`src/rtl/cac_uart_transmitter.sv`:
```
`default_nettype none
// ============================================================================
// Module   : cac_uart_transmitter
// Brief    : CAC UART transmit path: byte FIFO feeding an 8N1, MSB-first serialiser.
// Revision : 1.0
// ============================================================================
module cac_uart_transmitter #(
  parameter int CLOCK_FREQUENCY = 100_000_000,
  parameter int BAUDRATE        = 115_200,
  parameter int FIFO_DEPTH      = 16
) (
  input  logic                          clk,
  input  logic                          rst,
  input  logic [7:0]                    tx_data,
  input  logic                          tx_valid,
  output logic                          tx_ready,
  output logic [$clog2(FIFO_DEPTH):0]   fifo_count,
  output logic                          busy,
  output logic                          cac_uart_tx
);

  localparam int c_bit_cycles = CLOCK_FREQUENCY / BAUDRATE;
  localparam int c_baud_w     = (c_bit_cycles > 1) ? $clog2(c_bit_cycles) : 1;
  localparam int c_ptr_w      = $clog2(FIFO_DEPTH);
  localparam logic [c_baud_w-1:0] c_baud_last = c_baud_w'(c_bit_cycles - 1);
  localparam logic [c_ptr_w:0]    c_fifo_full = (c_ptr_w + 1)'(FIFO_DEPTH);

  typedef enum logic [1:0] {
    ST_IDLE  = 2'd0,
    ST_START = 2'd1,
    ST_DATA  = 2'd2,
    ST_STOP  = 2'd3
  } state_t;

  state_t               r_state;
  state_t               w_state_next;
  logic [c_baud_w-1:0]  r_baud_cnt;
  logic [2:0]           r_bit_idx;
  logic [2:0]           w_bit_idx_next;
  logic [7:0]           r_shift;
  logic                 r_tx;
  logic                 w_tx_next;
  logic                 w_pop;
  logic                 w_wr;
  logic                 w_bit_end;
  logic                 w_fifo_nonempty;
  logic [7:0]           r_mem [FIFO_DEPTH];
  logic [c_ptr_w-1:0]   r_wr_ptr;
  logic [c_ptr_w-1:0]   r_rd_ptr;
  logic [c_ptr_w:0]     r_count;

  assign tx_ready        = (r_count != c_fifo_full);
  assign fifo_count      = r_count;
  assign busy            = (r_state != ST_IDLE);
  assign cac_uart_tx     = r_tx;
  assign w_wr            = tx_valid && tx_ready;
  assign w_fifo_nonempty = (r_count != '0);
  assign w_bit_end       = (r_baud_cnt == c_baud_last);

  // Next-state logic also computes the next line level so the pin stays registered.
  always_comb begin
    w_state_next   = r_state;
    w_bit_idx_next = r_bit_idx;
    w_pop          = 1'b0;
    w_tx_next      = 1'b1;
    case (r_state)
      ST_IDLE: begin
        if (w_fifo_nonempty) begin
          w_pop        = 1'b1;
          w_state_next = ST_START;
          w_tx_next    = 1'b0;
        end
      end
      ST_START: begin
        w_tx_next = 1'b0;
        if (w_bit_end) begin
          w_state_next   = ST_DATA;
          w_bit_idx_next = 3'd7;
          w_tx_next      = r_shift[7];
        end
      end
      ST_DATA: begin
        w_tx_next = r_shift[r_bit_idx];
        if (w_bit_end) begin
          if (r_bit_idx == 3'd0) begin
            w_state_next = ST_STOP;
            w_tx_next    = 1'b1;
          end else begin
            w_bit_idx_next = r_bit_idx - 3'd1;
            w_tx_next      = r_shift[w_bit_idx_next];
          end
        end
      end
      ST_STOP: begin
        if (w_bit_end) begin
          if (w_fifo_nonempty) begin
            w_pop        = 1'b1;
            w_state_next = ST_START;
            w_tx_next    = 1'b0;
          end else begin
            w_state_next = ST_IDLE;
          end
        end
      end
      default: w_state_next = ST_IDLE;
    endcase
  end

  always_ff @(posedge clk or negedge rst) begin
    if (!rst) begin
      r_state    <= ST_IDLE;
      r_baud_cnt <= '0;
      r_bit_idx  <= 3'd7;
      r_shift    <= 8'h00;
      r_tx       <= 1'b1;
      r_wr_ptr   <= '0;
      r_rd_ptr   <= '0;
      r_count    <= '0;
    end else begin
      r_state   <= w_state_next;
      r_bit_idx <= w_bit_idx_next;
      r_tx      <= w_tx_next;
      // Every state entry coincides with a bit end (or leaving IDLE), so this reloads on entry.
      if (r_state == ST_IDLE || w_bit_end) begin
        r_baud_cnt <= '0;
      end else begin
        r_baud_cnt <= r_baud_cnt + c_baud_w'(1);
      end
      if (w_pop) begin
        r_shift  <= r_mem[r_rd_ptr];
        r_rd_ptr <= r_rd_ptr + c_ptr_w'(1);
      end
      if (w_wr) begin
        r_wr_ptr <= r_wr_ptr + c_ptr_w'(1);
      end
      case ({w_wr, w_pop})
        2'b10:   r_count <= r_count + (c_ptr_w + 1)'(1);
        2'b01:   r_count <= r_count - (c_ptr_w + 1)'(1);
        default: r_count <= r_count;
      endcase
    end
  end

  // Storage carries no reset; occupancy is tracked solely by the pointers and count.
  always_ff @(posedge clk) begin
    if (w_wr) begin
      r_mem[r_wr_ptr] <= tx_data;
    end
  end

endmodule
`default_nettype wire

```
`config.mk`:
```
export PLATFORM = sky130hd
export DESIGN_NAME = cac_uart_transmitter
export DESIGN_NICKNAME = d
export VERILOG_FILES = /design/src/rtl/cac_uart_transmitter.sv
export SDC_FILE = /design/constraint.sdc
export NUM_CORES = 1
export LEC_CHECK = 0
export CAP_MARGIN = 20
export CORE_MARGIN = 10
export CORE_UTILIZATION = 55
export DETAILED_ROUTE_END_ITERATION = 12
export PLACE_DENSITY_LB_ADDON = 0.15
export SETUP_SLACK_MARGIN = 0.2
export SLEW_MARGIN = 20
export SYNTH_ARGS = -nofsm -noshare
export SYNTH_HDL_FRONTEND = slang
export SYNTH_SLANG_ARGS = --single-unit
export TNS_END_PERCENT = 10
```
`constraint.sdc`:
```
create_clock -name clk -period 5 [get_ports clk]
set_clock_uncertainty 0.15 [all_clocks]
set_input_delay 1 -clock clk [delete_from_list [all_inputs] [get_ports clk]]
set_output_delay 1 -clock clk [all_outputs]
set_load 0.05 [all_outputs]
```
==> results of run 1 <==
metal layers:
metal  wire length [um]  up-vias  global-route usage (%)
met5                  0        -                       0
li1                   -     1661                       -
met3                522       13                    4.07
met4                172        0                    5.38
met1               5900     1858                    19.6
met2               6620       81                    25.1
kinds of logic (layout without fill, tap and decap cells):
| kind of cell | count (synthesis) | after routing | synth area share, % |
|---|---|---|---|
| buf+inv | 33 | 67 | 2.75 |
| simple gates | 92 | 92 | 6.78 |
| fa+ha+maj | 17 | 17 | 3.08 |
| compound gates | 41 | 41 | 3.95 |
| flops | 165 | 165 | 66.7 |
| xor+xnor | 19 | 19 | 2.43 |
| mux | 48 | 48 | 14.3 |
power by group:
part / internal (W) / switching (W) / total (W)
Sequential: 0.00171 / 0.000266 / 0.00197
Clock: 0.000695 / 0.000534 / 0.00123
Combinational: 0.000660 / 0.000728 / 0.00139
state kept, by name, indices dropped and copies added (netlist names), 2 cells and up:
| signal | cells |
|---|---|
| fifo_count | 5 |
| r_bit_idx | 3 |
| r_shift | 8 |
| r_rd_ptr | 4 |
| r_state | 2 |
| r_wr_ptr | 4 |
| r_baud_cnt | 10 |
| r_mem | 128 |
worst paths after layout:
| path | from | end | slack (ns) | depth (start not counted) |
|---|---|---|---|---|
| worst max-delay path | r_baud_cnt[0] | fifo_count[4] | 1.40 | 12 |
| worst min-delay path | r_baud_cnt[0] | r_baud_cnt[0] | 0.33 | 1 |
| worst max register to register | r_baud_cnt[0] | fifo_count[4] | 1.40 | 12 |
| worst min register to register | r_baud_cnt[0] | r_baud_cnt[0] | 0.33 | 1 |
| max in group asynchronous | rst | r_rd_ptr[1] | 3.56 | 1 |
| min in group asynchronous | rst | fifo_count[1] | 0.54 | 1 |
per-stage QoR:
stage | cells | instance area [um2] | power, W | setup WS (ns) | util [%]
6_report | 621 | 7990 | 0.00459 | 1.40 | 63.1
5_1_grt | 621 | 7990 | 0.00482 | 1.03 | 63.1
4_1_cts | 621 | 7990 | 0.00463 | 1.39 | 63.1
3_5_place_dp | 589 | 7430 | 0.00340 | 1.39 | 58.7
3_3_place_gp | 589 | 7430 | 0.00337 | 1.47 | 58.7
2_1_floorplan | 415 | 7160 | 0.00303 | 1.65 | -
Yosys cell counts (4+ instances only):
cell type	instances	share of area, %
sky130_fd_sc_hd__and2_1	4	0.35
sky130_fd_sc_hd__dfstp_2	4	1.5
sky130_fd_sc_hd__mux4_1	18	6.6
sky130_fd_sc_hd__buf_2	6	0.42
sky130_fd_sc_hd__nor3_1	6	0.42
sky130_fd_sc_hd__nand3_1	5	0.35
sky130_fd_sc_hd__a22oi_1	18	1.9
sky130_fd_sc_hd__and3_1	4	0.35
sky130_fd_sc_hd__nor2_1	26	1.4
sky130_fd_sc_hd__clkbuf_1	4	0.21
sky130_fd_sc_hd__a21oi_1	4	0.28
sky130_fd_sc_hd__xnor2_1	8	0.98
sky130_fd_sc_hd__dfrtp_1	33	12
sky130_fd_sc_hd__nand4_1	4	0.35
sky130_fd_sc_hd__o21ai_0	10	0.70
sky130_fd_sc_hd__mux2_2	4	0.63
sky130_fd_sc_hd__mux4_2	17	5.4
sky130_fd_sc_hd__nand2_1	25	1.3
sky130_fd_sc_hd__mux2_4	6	1.3
sky130_fd_sc_hd__xor2_1	10	1.2
sky130_fd_sc_hd__ha_1	16	2.8
sky130_fd_sc_hd__edfxtp_1	128	54
sky130_fd_sc_hd__inv_1	12	0.63
layout make-up:
class,count,area share [%]
Tap cell,172,2.69
Clock inverter,12,1.52
Inverter,12,0.564
Multi-Input combinational cell,217,27.3
Timing Repair Buffer,23,2.66
Clock buffer,20,5.46
Sequential cell,165,59.8
==> impl.org, run 1 <==
** Outcome
- The flow ran to the end, and the final reports show no timing, DRC or antenna violations.

** CTS
- TritonCTS built the clock tree.
- Count of instances resized after the clock tree is built :: 0
- The number of setup buffers added after CTS is 0.
- The H-tree was split into 4 levels.
- Maximum root-to-sink buffer count :: 2
- The clock net in this run drives a total of 165 sinks.
- After clock tree synthesis, the clock-pin slew on the worst setup and hold paths is 0.06 ns.
- Buffers inserted during clock tree synthesis total 17.
- Clock tree synthesis selected as its root buffer the cell sky130_fd_sc_hd__clkbuf_16.
- Clock insertion delay at the later pin of the skew report :: 0.42 ns
- After clock tree synthesis, the flow added hold-fix buffers numbering 0.

** STA
- Count of final hold-check violations :: 0
- Top achievable clock speed :: 278 MHz
- Part of the cycle the worst path needs :: 72.0%
- Setup Viol. Count Final :: 0
- Total Negative Setup Slacks :: 0 ns
- Subtracting the final worst setup slack from the clock period gives 3.60 ns.
- Final Max Slew Viols :: 0
- Worst hold slack :: 0.334 ns
- At the pin with the least slew margin, the transition time is 0.859 ns.
- The worst pin sits at a relative slew slack of 42.7%.
- Setup repair after global routing left no endpoint under its margin.

** Finish
- The number of antenna diodes in the final layout is 0.
- Leaving out fill and tap cells, the most frequent cell in the layout is sky130_fd_sc_hd__edfxtp_1.
- Cells with a size suffix above 1 make up 16.7% of the layout.
- After the last flow step, the layout net total stands at 464.
- Fill cells in the final layout number 910.
- Layout area overhead :: 11.7%
- Leaving out fill and tap cells, the most frequent cells in the layout are sky130_fd_sc_hd__edfxtp_1, sky130_fd_sc_hd__dfrtp_1, sky130_fd_sc_hd__nor2_1, sky130_fd_sc_hd__nand2_1.
- The sequential cells in the finished layout cover a total of 0.00478 mm2.
- Summing all multi-input logic gate instances after layout gives 0.00218 mm2.

** Run
- Max-cap violations in this run came to 0.

** Die
- The total area inside the core boundary comes to 0.0127 mm2.
- For this configuration, the core starts out at a cell density of 56.5%.
- Die Width :: 134 um
- Pin placement for this block handled 19 I/O pins.
- The floorplan step defined a die boundary enclosing 0.0180 mm2.
- The initialized floorplan defines 41 standard-cell rows.
- The die is 134 um tall.

** Worst setup path
- Family with the most delay on the worst path :: simple AND/OR/NAND/NOR gates
- Among all stages on the critical path, the largest delay is contributed by sky130_fd_sc_hd__nor3_4.
- By startpoint and endpoint, the worst setup path is classified as flip-flop to flip-flop.
- The worst setup path is captured at a flip-flop.
- At the worst endpoint, the required time is 5.20 ns.
- By instance count, the cell type seen most on the critical path is sky130_fd_sc_hd__ha_1.
- Series of cell instances along the critical path :: ha_1 -> nor4b_4 -> a41oi_2 -> nor3_4 -> ha_1 -> inv_1 -> fa_1 -> nor2b_1 -> o21ai_0 -> and3_1 -> nor3_1 -> xor2_1
- STA classifies the critical path startpoint as a flip-flop.
- Worst-path fanout max :: 13
- The largest single stage delay on the critical path is 0.69 ns.
- Arr. time, crit path :: 3.79 ns
- Worst path buffer plus inverter count :: 1

** Global routing
- Pin count of the biggest net entering global routing :: 38
- Global route total overflow :: 0
- Global Route Usage Sum :: 15.4%
- The number of global-route vias before repair is 3,822.
- Global-route wire length before repair :: 20,900 um
- The number of antenna violations at the first check in global routing was 0.

** Logic synthesis
- Avg Cell Area, Syn :: 17.2 um2
- Syn nets :: 443
- Counting flops with a built-in enable in the synthesized netlist gives 128.
- Distinct cell type count after synthesis :: 55
- Sequential fraction of the synthesis area :: 66.7%
- Main synth FF type :: sky130_fd_sc_hd__edfxtp_1
- After technology mapping, the gate count stands at 415.
- Mapped cell area :: 0.00716 mm2
- Counting flops with an async set or reset pin after synthesis yields a share of 22.4%.
- Yosys warning total :: 0
- Synthesis inferred 165 register bits.

** Min path
- Worst hold path type :: flip-flop to flip-flop

** Detailed routing
- For this block, the via count after detailed routing is 3,613.
- In the routed design, unresolved DRC markers number 0.
- After detailed routing, the number of vias per cell comes to 5.82.
- Wires add up to 13,200 um.
- Drt first-iter violations :: 215
- For this run, the detailed router's first-pass iteration total came to 4.
- Avg WL per Cell :: 21.3 um
- Post-DRT Antenna Nets :: 0

** Placed design
- PortBufs :: 18
- Once detailed placement completed, the half-perimeter wirelength came to 8540 um.
- GP Congestion :: 0.787

** Pwr
- Worst voltage drop across the vdd grid :: 0.347 mV
- For this design the static power due to leakage is 2.85 nW.
- PwrDens :: 574 mW/mm2
No activity file was read; power rests on OpenSTA's default activity.
==> run 2: changes to the inputs <==
==> constraint.sdc (replaced) <==
create_clock -name clk -period 3.1 [get_ports clk]
set_clock_uncertainty 0.15 [all_clocks]
set_input_delay 0.62 -clock clk [delete_from_list [all_inputs] [get_ports clk]]
set_output_delay 0.62 -clock clk [all_outputs]
set_load 0.05 [all_outputs]
==> run 2 against run 1 <==
Against the previous run: utilization up 1.3 points; sequential share of layout area down 1.2 points; sequential cell count unchanged.
==> impl.org, run 2 (synthesis gave the netlist of run 1 again) <==
** Outcome
- Status :: completed

** Finish
- After routing the design area is 0.00816 mm2.
- The largest registers in the layout are r_mem (128), r_baud_cnt (10), r_shift (8).
- The top cell types in the final layout, fill and taps aside, are sky130_fd_sc_hd__edfxtp_1, sky130_fd_sc_hd__dfrtp_1, sky130_fd_sc_hd__nor2_1, sky130_fd_sc_hd__nand2_1, sky130_fd_sc_hd__buf_4.
- Counting the fill cells in the layout gives 889.
- 0 antenna diodes ended up in the layout.
- NumNets Final :: 483
- End-of-flow core utilization :: 64.4%
- Ranked by flip-flop count, first place goes to r_mem.
- Max FFs per register :: 128
- The library cell used most frequently in the layout, excluding fill and tap cells, is sky130_fd_sc_hd__edfxtp_1.
- In the final layout, the share of cells above drive strength 1 is 22.1%.
- Layout area overhead :: 14.0%

** Die
- The die covers 0.0180 mm2.
- Measured along the y axis, the die boundary spans 134 um.
- Row Count :: 41
- Pin placement for this block handled 19 I/O pins.
- Die Width :: 134 um
- Initial standard-cell utilization of the core :: 56.5%
- Core outline area :: 0.0127 mm2

** Detailed routing
- Once detail routing completed, the nets flagged for antenna violations numbered 0.
- Dividing the detail-routed wire length by the instance count gives 21.0 um.
- In the routed design, unresolved DRC markers number 0.
- Using the TritonRoute via totals, the vias-per-cell ratio works out to 5.78.
- First-pass iteration count of the detailed router :: 5
- Across all layers, the routed design uses 3,686 vias.
- The first routing iteration left 267 violations.
- Routed WL :: 13,400 um

** Pwr
- Cell internal power was estimated by the tool at 0.00495 W.
- Part of the total power dissipated in sequential elements :: 41.0%
- In this run the power density over the cells is 911 mW/mm2.
- In this run the static leakage power is 2.93 nW.
- In this run switching power makes up 33.3% of total power.
- Total chip power :: 0.00743 W
- VDD sags by at most 0.562 mV.
- The share of total power dissipated in the clock network is 24.8%.
- Gate power share :: 34.2%
- Summed over all nets, the switching power comes to 0.00248 W.

** Global routing
- Initial antenna violation count :: 0
- In the global route stage, met1 resource usage came out at 20.3%.
- Pin count of the biggest net entering global routing :: 38
- The number of global-route vias before repair is 3,879.
- Met3 global-route usage :: 3.73%
- The first global-routing pass estimated 21,600 um of wire.
- Most Used Layer, Global Route :: met2
- Fraction of met2 tracks used by global routing :: 25.1%
- Global Route Usage Sum :: 15.8%
- After global routing the overflow that remains totals 0.

** CTS
- Clock tree from TritonCTS :: built
- Clock sinks :: 165
- For the worst-skew pair, the clock arrives at the later sink with an insertion delay of 0.42 ns.
- The H-tree was split into 4 levels.
- Root buffer cell :: sky130_fd_sc_hd__clkbuf_16
- CTS hold repair buffers :: 0
- Clock buffers created by TritonCTS :: 17
- No sink is reached through more buffers than the 2 on the longest clock path.
- Clock-pin slew was measured on the worst setup and hold paths at 0.06 ns.

** Placed design
- PortBufs :: 18
- Post-detailed-placement half-perimeter wirelength :: 8700 um
- Once placement finished, the instance area stood at 0.00763 mm2.
- At the end of routability-driven placement, the weighted congestion stood at 0.809.

** Worst setup path
- Required @ worst endpoint :: 2.33 ns
- FF-to-FF setup slack :: 0.39 ns
- Worst r2r dst :: fifo_count[4]
- STA puts the critical path data arrival time at 1.98 ns.
- Type of the setup path with the least slack :: flip-flop to primary output
- STA classifies the critical path endpoint as a primary output.
- Of all nets on the critical path, the largest fanout is 5.
- Critical R2R Launch :: r_baud_cnt[0]
- Depth of the worst register-to-register path :: 12
- STA classifies the critical path startpoint as a flip-flop.

** STA
- Setup repair after global routing left no endpoint under its margin.
- The count of final max-slew check failures is 0.
- Actual transition at the worst max-transition pin :: 0.845 ns
- Remaining max-slew budget at the tightest pin :: 43.7%
- Hold timing on the final database bottoms out at a slack of 0.161 ns.
- Setup Viol. Count Final :: 0
- Total Negative Setup Slacks :: 0 ns
- Top achievable clock speed :: 363 MHz
- Part of the cycle the worst path needs :: 88.8%
- Counting I/O delays and the setup requirement, the final critical path takes 2.75 ns.
- Count of final hold-check violations :: 0

** Min path
- Worst hold path type :: input port to asynchronous set/reset pin

** Run
- Max cap viols :: 0
-- run 2: worst max path at each step --
stage	slack, ns	cells past startpoint	startpoint	endpoint
2_1_floorplan	0.20	13	fifo_count[3]	fifo_count[4]
3_5_place_dp	0.21	12	r_baud_cnt[0]	fifo_count[4]
5_1_grt	0.20	12	r_baud_cnt[0]	fifo_count[4]
3_3_place_gp	0.31	12	r_baud_cnt[0]	fifo_count[4]
4_1_cts	0.21	12	r_baud_cnt[0]	fifo_count[4]
6_report	0.35	3	fifo_count[3]	tx_ready
-- run 2: repair_timing --
item / in CTS / in global routing
endpoints found under the hold margin: 0 / 0
setup endpoints to repair: 1 / 1
pin swaps: 0 / 3
gates resized for setup: 1 / 2
buffers inserted: 0 / 1
-- run 2: power by group through the flow --
stage	registers [W]	logic, W	clock network, W
after detailed placement	0.00308	0.00255	0
after floorplan	0.00310	0.00184	0
after CTS	0.00304	0.00256	0.00188
final	0.00304	0.00254	0.00184
after global routing	0.00309	0.00277	0.00197
after global placement	0.00305	0.00252	0
-- run 2: critical path: stages, from the launching register on --
cell and delay (ns):
sky130_fd_sc_hd__dfrtp_2 0.45, sky130_fd_sc_hd__nor4_2 0.31, sky130_fd_sc_hd__nand2_2 0.09, sky130_fd_sc_hd__clkdlybuf4s50_1 0.72
-- run 2: metal layers --
metal	share of wire [%]	wire (um)
met5	0	0
met4	2.1	284
met2	51	6770
met1	43	5710
met3	4.6	622
-- run 2: cell type report --
| type | instances | area, um2 | share of cell area [%] |
|---|---|---|---|
| Timing Repair Buffer | 42 | 367 | 4.49 |
| Multi-Input combinational cell | 217 | 2240 | 27.4 |
| Tap cell | 172 | 215 | 2.64 |
| Inverter | 12 | 45.0 | 0.552 |
| Clock inverter | 10 | 75.1 | 0.920 |
| Sequential cell | 165 | 4780 | 58.6 |
| Clock buffer | 20 | 437 | 5.35 |
-- run 2: metrics by stage --
step / std cells / worst slack (ns)
after global routing: 638 / 0.196
after global placement: 607 / 0.306
final: 638 / 0.348
after detailed placement: 607 / 0.213
after floorplan: 415 / 0.205
after CTS: 637 / 0.205
==> run 3: changes to the inputs <==
--- a/config.mk
+++ b/config.mk
@@ -9,7 +9,7 @@
 export CORE_MARGIN = 10
 export CORE_UTILIZATION = 55
 export DETAILED_ROUTE_END_ITERATION = 12
-export PLACE_DENSITY_LB_ADDON = 0.15
+export PLACE_DENSITY_LB_ADDON = 0.12
 export SETUP_SLACK_MARGIN = 0.2
 export SLEW_MARGIN = 20
 export SYNTH_ARGS = -nofsm -noshare
==> run 3 against run 2 <==
Against the previous run: utilization down 0.11 points; hold slack got worse by 0.019 ns; sequential share of layout area increased by 0.11 points; cell area shrank 0.17%; critical path type unchanged; largest power group unchanged.
==> impl.org, run 3 (synthesis gave the netlist of run 1 again) <==
** Pwr
- In this run switching power makes up 33.0% of total power.
- The internal power of the cells totals 0.00494 W.
- In this run, the clock network consumes 25.6% of the power.
- Sequential cells account for 41.6% of the total power.
- Summed over all nets, the switching power comes to 0.00243 W.
- VDD sags by at most 0.575 mV.
- Gate power share :: 32.9%
- Static Leak :: 2.92 nW
- PwrDens :: 905 mW/mm2

** Die
- Area of the die :: 0.0180 mm2
- Count of pins on the block boundary :: 19
- Core outline area :: 0.0127 mm2
- For this configuration, the core starts out at a cell density of 56.5%.
- Die Width :: 134 um
- Row Count :: 41
- Vertical die dimension :: 134 um

** CTS
- The tree built by TritonCTS fans out to 165 sinks.
- Clock insertion delay at the later pin of the skew report :: 0.42 ns
- Clock transition at the register clock pins on the worst setup and hold paths after CTS :: 0.07 ns
- CTS hold repair buffers :: 0
- H-tree depth :: 4
- In this run the clock root is driven by a sky130_fd_sc_hd__clkbuf_16.
- Maximum root-to-sink buffer count :: 2
- TritonCTS built the clock tree.
- Clock tree synthesis inserted a total of 17 buffers.

** Detailed routing
- Detailed-route DRC error count :: 0
- Drt first-iter violations :: 240
- In this run the remaining antenna-violating nets after routing total 0.
- Dividing the detail-routed via count by the number of cells gives 5.76.
- Routed WL :: 12,600 um
- Detailed routing inserted a total of 3,666 vias.
- Dividing the detail-routed wire length by the instance count gives 19.7 um.
- Before antenna repair, the detailed router went through 4 iterations.

** Worst setup path
- Arr. time, crit path :: 1.96 ns
- Depth of the worst register-to-register path :: 12
- Type of the setup path with the least slack :: flip-flop to primary output
- STA puts the critical path data required time at 2.33 ns.
- Worst-path fanout max :: 5
- Kind of start point of the critical path :: flip-flop
- The worst setup path is captured at a primary output.

** Outcome
- The flow ran to the end, and the final reports show no timing, DRC or antenna violations.

** Placed design
- In this run the tool buffered the top-level ports with 18 buffer cells.
- Post-detailed-placement half-perimeter wirelength :: 8580 um
- At the end of routability-driven placement, the weighted congestion stood at 0.769.
- Instance area after placement :: 0.00760 mm2

** Finish
- The final layout contains 480 nets.
- Fill cell total of the finished layout :: 923
- Counting flops per register, the top entry is r_mem.
- Max FFs per register :: 128
- Antenna Cells :: 0
- Area taken by flip-flops and latches :: 0.00478 mm2
- After routing the design area is 0.00814 mm2.
- Most frequent standard cell in the layout excluding fill and tap cells :: sky130_fd_sc_hd__edfxtp_1
- Commonest non-fill, non-tap cells in the layout :: sky130_fd_sc_hd__edfxtp_1, sky130_fd_sc_hd__dfrtp_1, sky130_fd_sc_hd__nor2_1, sky130_fd_sc_hd__nand2_1, sky130_fd_sc_hd__buf_4
- Layout area overhead :: 13.8%
- Registers with the highest flip-flop counts :: r_mem (128), r_baud_cnt (10), r_shift (8)
- Area used by multi-input combinational logic :: 0.00224 mm2
- Share of final-layout standard cells stronger than drive strength 1 :: 22.6%

** Global routing
- The first global-routing pass estimated 20,300 um of wire.
- Pin count of the biggest net entering global routing :: 38
- The number of antenna violations at the first check in global routing is 0.
- For this run the aggregate overflow at the end of global routing stands at 0.
- Global Route Usage Sum :: 14.8%
- The number of global-route vias before repair is 3,645.

** STA
- Headroom to the max-slew limit came out at 45.2%.
- Static timing analysis puts the maximum clock frequency at 366 MHz.
- The worst path uses 88.1% of the clock period.
- Setup repair after global routing left no endpoint under its margin.
- Actual transition at the worst max-transition pin :: 0.822 ns
- Counting I/O delays and the setup requirement, the final critical path takes 2.73 ns.
- Setup Viol. Count Final :: 0
- Final Max Slew Viols :: 0
- The final hold violation count came to 0.
- Adding up every negative setup slack in the final design gives 0 ns.

** Run
- Max cap viols :: 0

** Min path
- The tightest min-delay check is of the input port to asynchronous set/reset pin type.
-- run 3: cell types whose count changed in the layout (fill, tap and decap cells not counted) --
cell / change
sky130_fd_sc_hd__dfrtp_2: +1
sky130_fd_sc_hd__buf_12: -1
sky130_fd_sc_hd__buf_4: -2
sky130_fd_sc_hd__clkinvlp_4: +2
sky130_fd_sc_hd__clkbuf_1: -2
sky130_fd_sc_hd__clkinv_2: +2
sky130_fd_sc_hd__dfrtp_1: -1
sky130_fd_sc_hd__inv_8: +1
sky130_fd_sc_hd__inv_6: -1
-- run 3: worst max-delay path: stages, from the launching register on --
cell and delay, ns:
sky130_fd_sc_hd__dfrtp_2 0.44, sky130_fd_sc_hd__nor4_2 0.30, sky130_fd_sc_hd__nand2_2 0.08, sky130_fd_sc_hd__clkdlybuf4s50_1 0.72
-- run 3: cell type report --
class | count | share of cell area [%]
Inverter | 12 | 0.553
Sequential cell | 165 | 58.7
Clock inverter | 14 | 1.26
Tap cell | 172 | 2.64
Multi-Input combinational cell | 217 | 27.5
Timing Repair Buffer | 39 | 4.07
Clock buffer | 18 | 5.27
-- run 3: through the flow --
step / utilization (%) / std cells / setup WS (ns) / power, W / hold slack [ns]
finish: 64.3 / 637 / 0.368 / 0.00737 / 0.142
global route: 64.3 / 637 / 0.205 / 0.00777 / 0.217
CTS: 64.2 / 637 / 0.194 / 0.00744 / 0.180
detailed placement: 60.0 / 605 / 0.194 / 0.00556 / 0.334
global placement: 60.0 / 605 / 0.270 / 0.00552 / 0.312
floorplan: - / 415 / 0.205 / 0.00495 / 0.174
-- run 3: final timing paths --
| kind | from | end | slack (ns) |
|---|---|---|---|
| max in group asynchronous | rst | r_baud_cnt[0] | 2.07 |
| min in group clk | r_baud_cnt[0] | r_baud_cnt[0] | 0.35 |
| worst max register to register | r_baud_cnt[1] | fifo_count[4] | 0.38 |
| worst min register to register | r_baud_cnt[0] | r_baud_cnt[0] | 0.35 |
| worst max-delay path | fifo_count[3] | tx_ready | 0.37 |
| worst min-delay path | rst | r_shift[0] | 0.14 |
-- run 3: timing repair --
action                                  4_1_cts  5_1_grt
pin swaps                                     0        1
endpoints found under the setup margin        2        1
gates resized for setup                       1        3
cloned                                        0        0
setup buffers                                 0        0
-- run 3: power groups by stage --
stage / clock, W / combinational [W] / sequential [W]
final: 0.00188 / 0.00242 / 0.00306
after global placement: 0 / 0.00244 / 0.00308
after detailed placement: 0 / 0.00246 / 0.00310
after CTS: 0.00193 / 0.00246 / 0.00306
after floorplan: 0 / 0.00184 / 0.00310
after global routing: 0.00202 / 0.00265 / 0.00310
-- run 3: metal layers --
metal	wire length (um)	vias to the layer above	GRT usage (%)
met2	6260	71	23.3
met4	64	0	3.99
met5	0	-	0
li1	-	1691	-
met3	487	7	4.03
met1	5760	1897	19.9
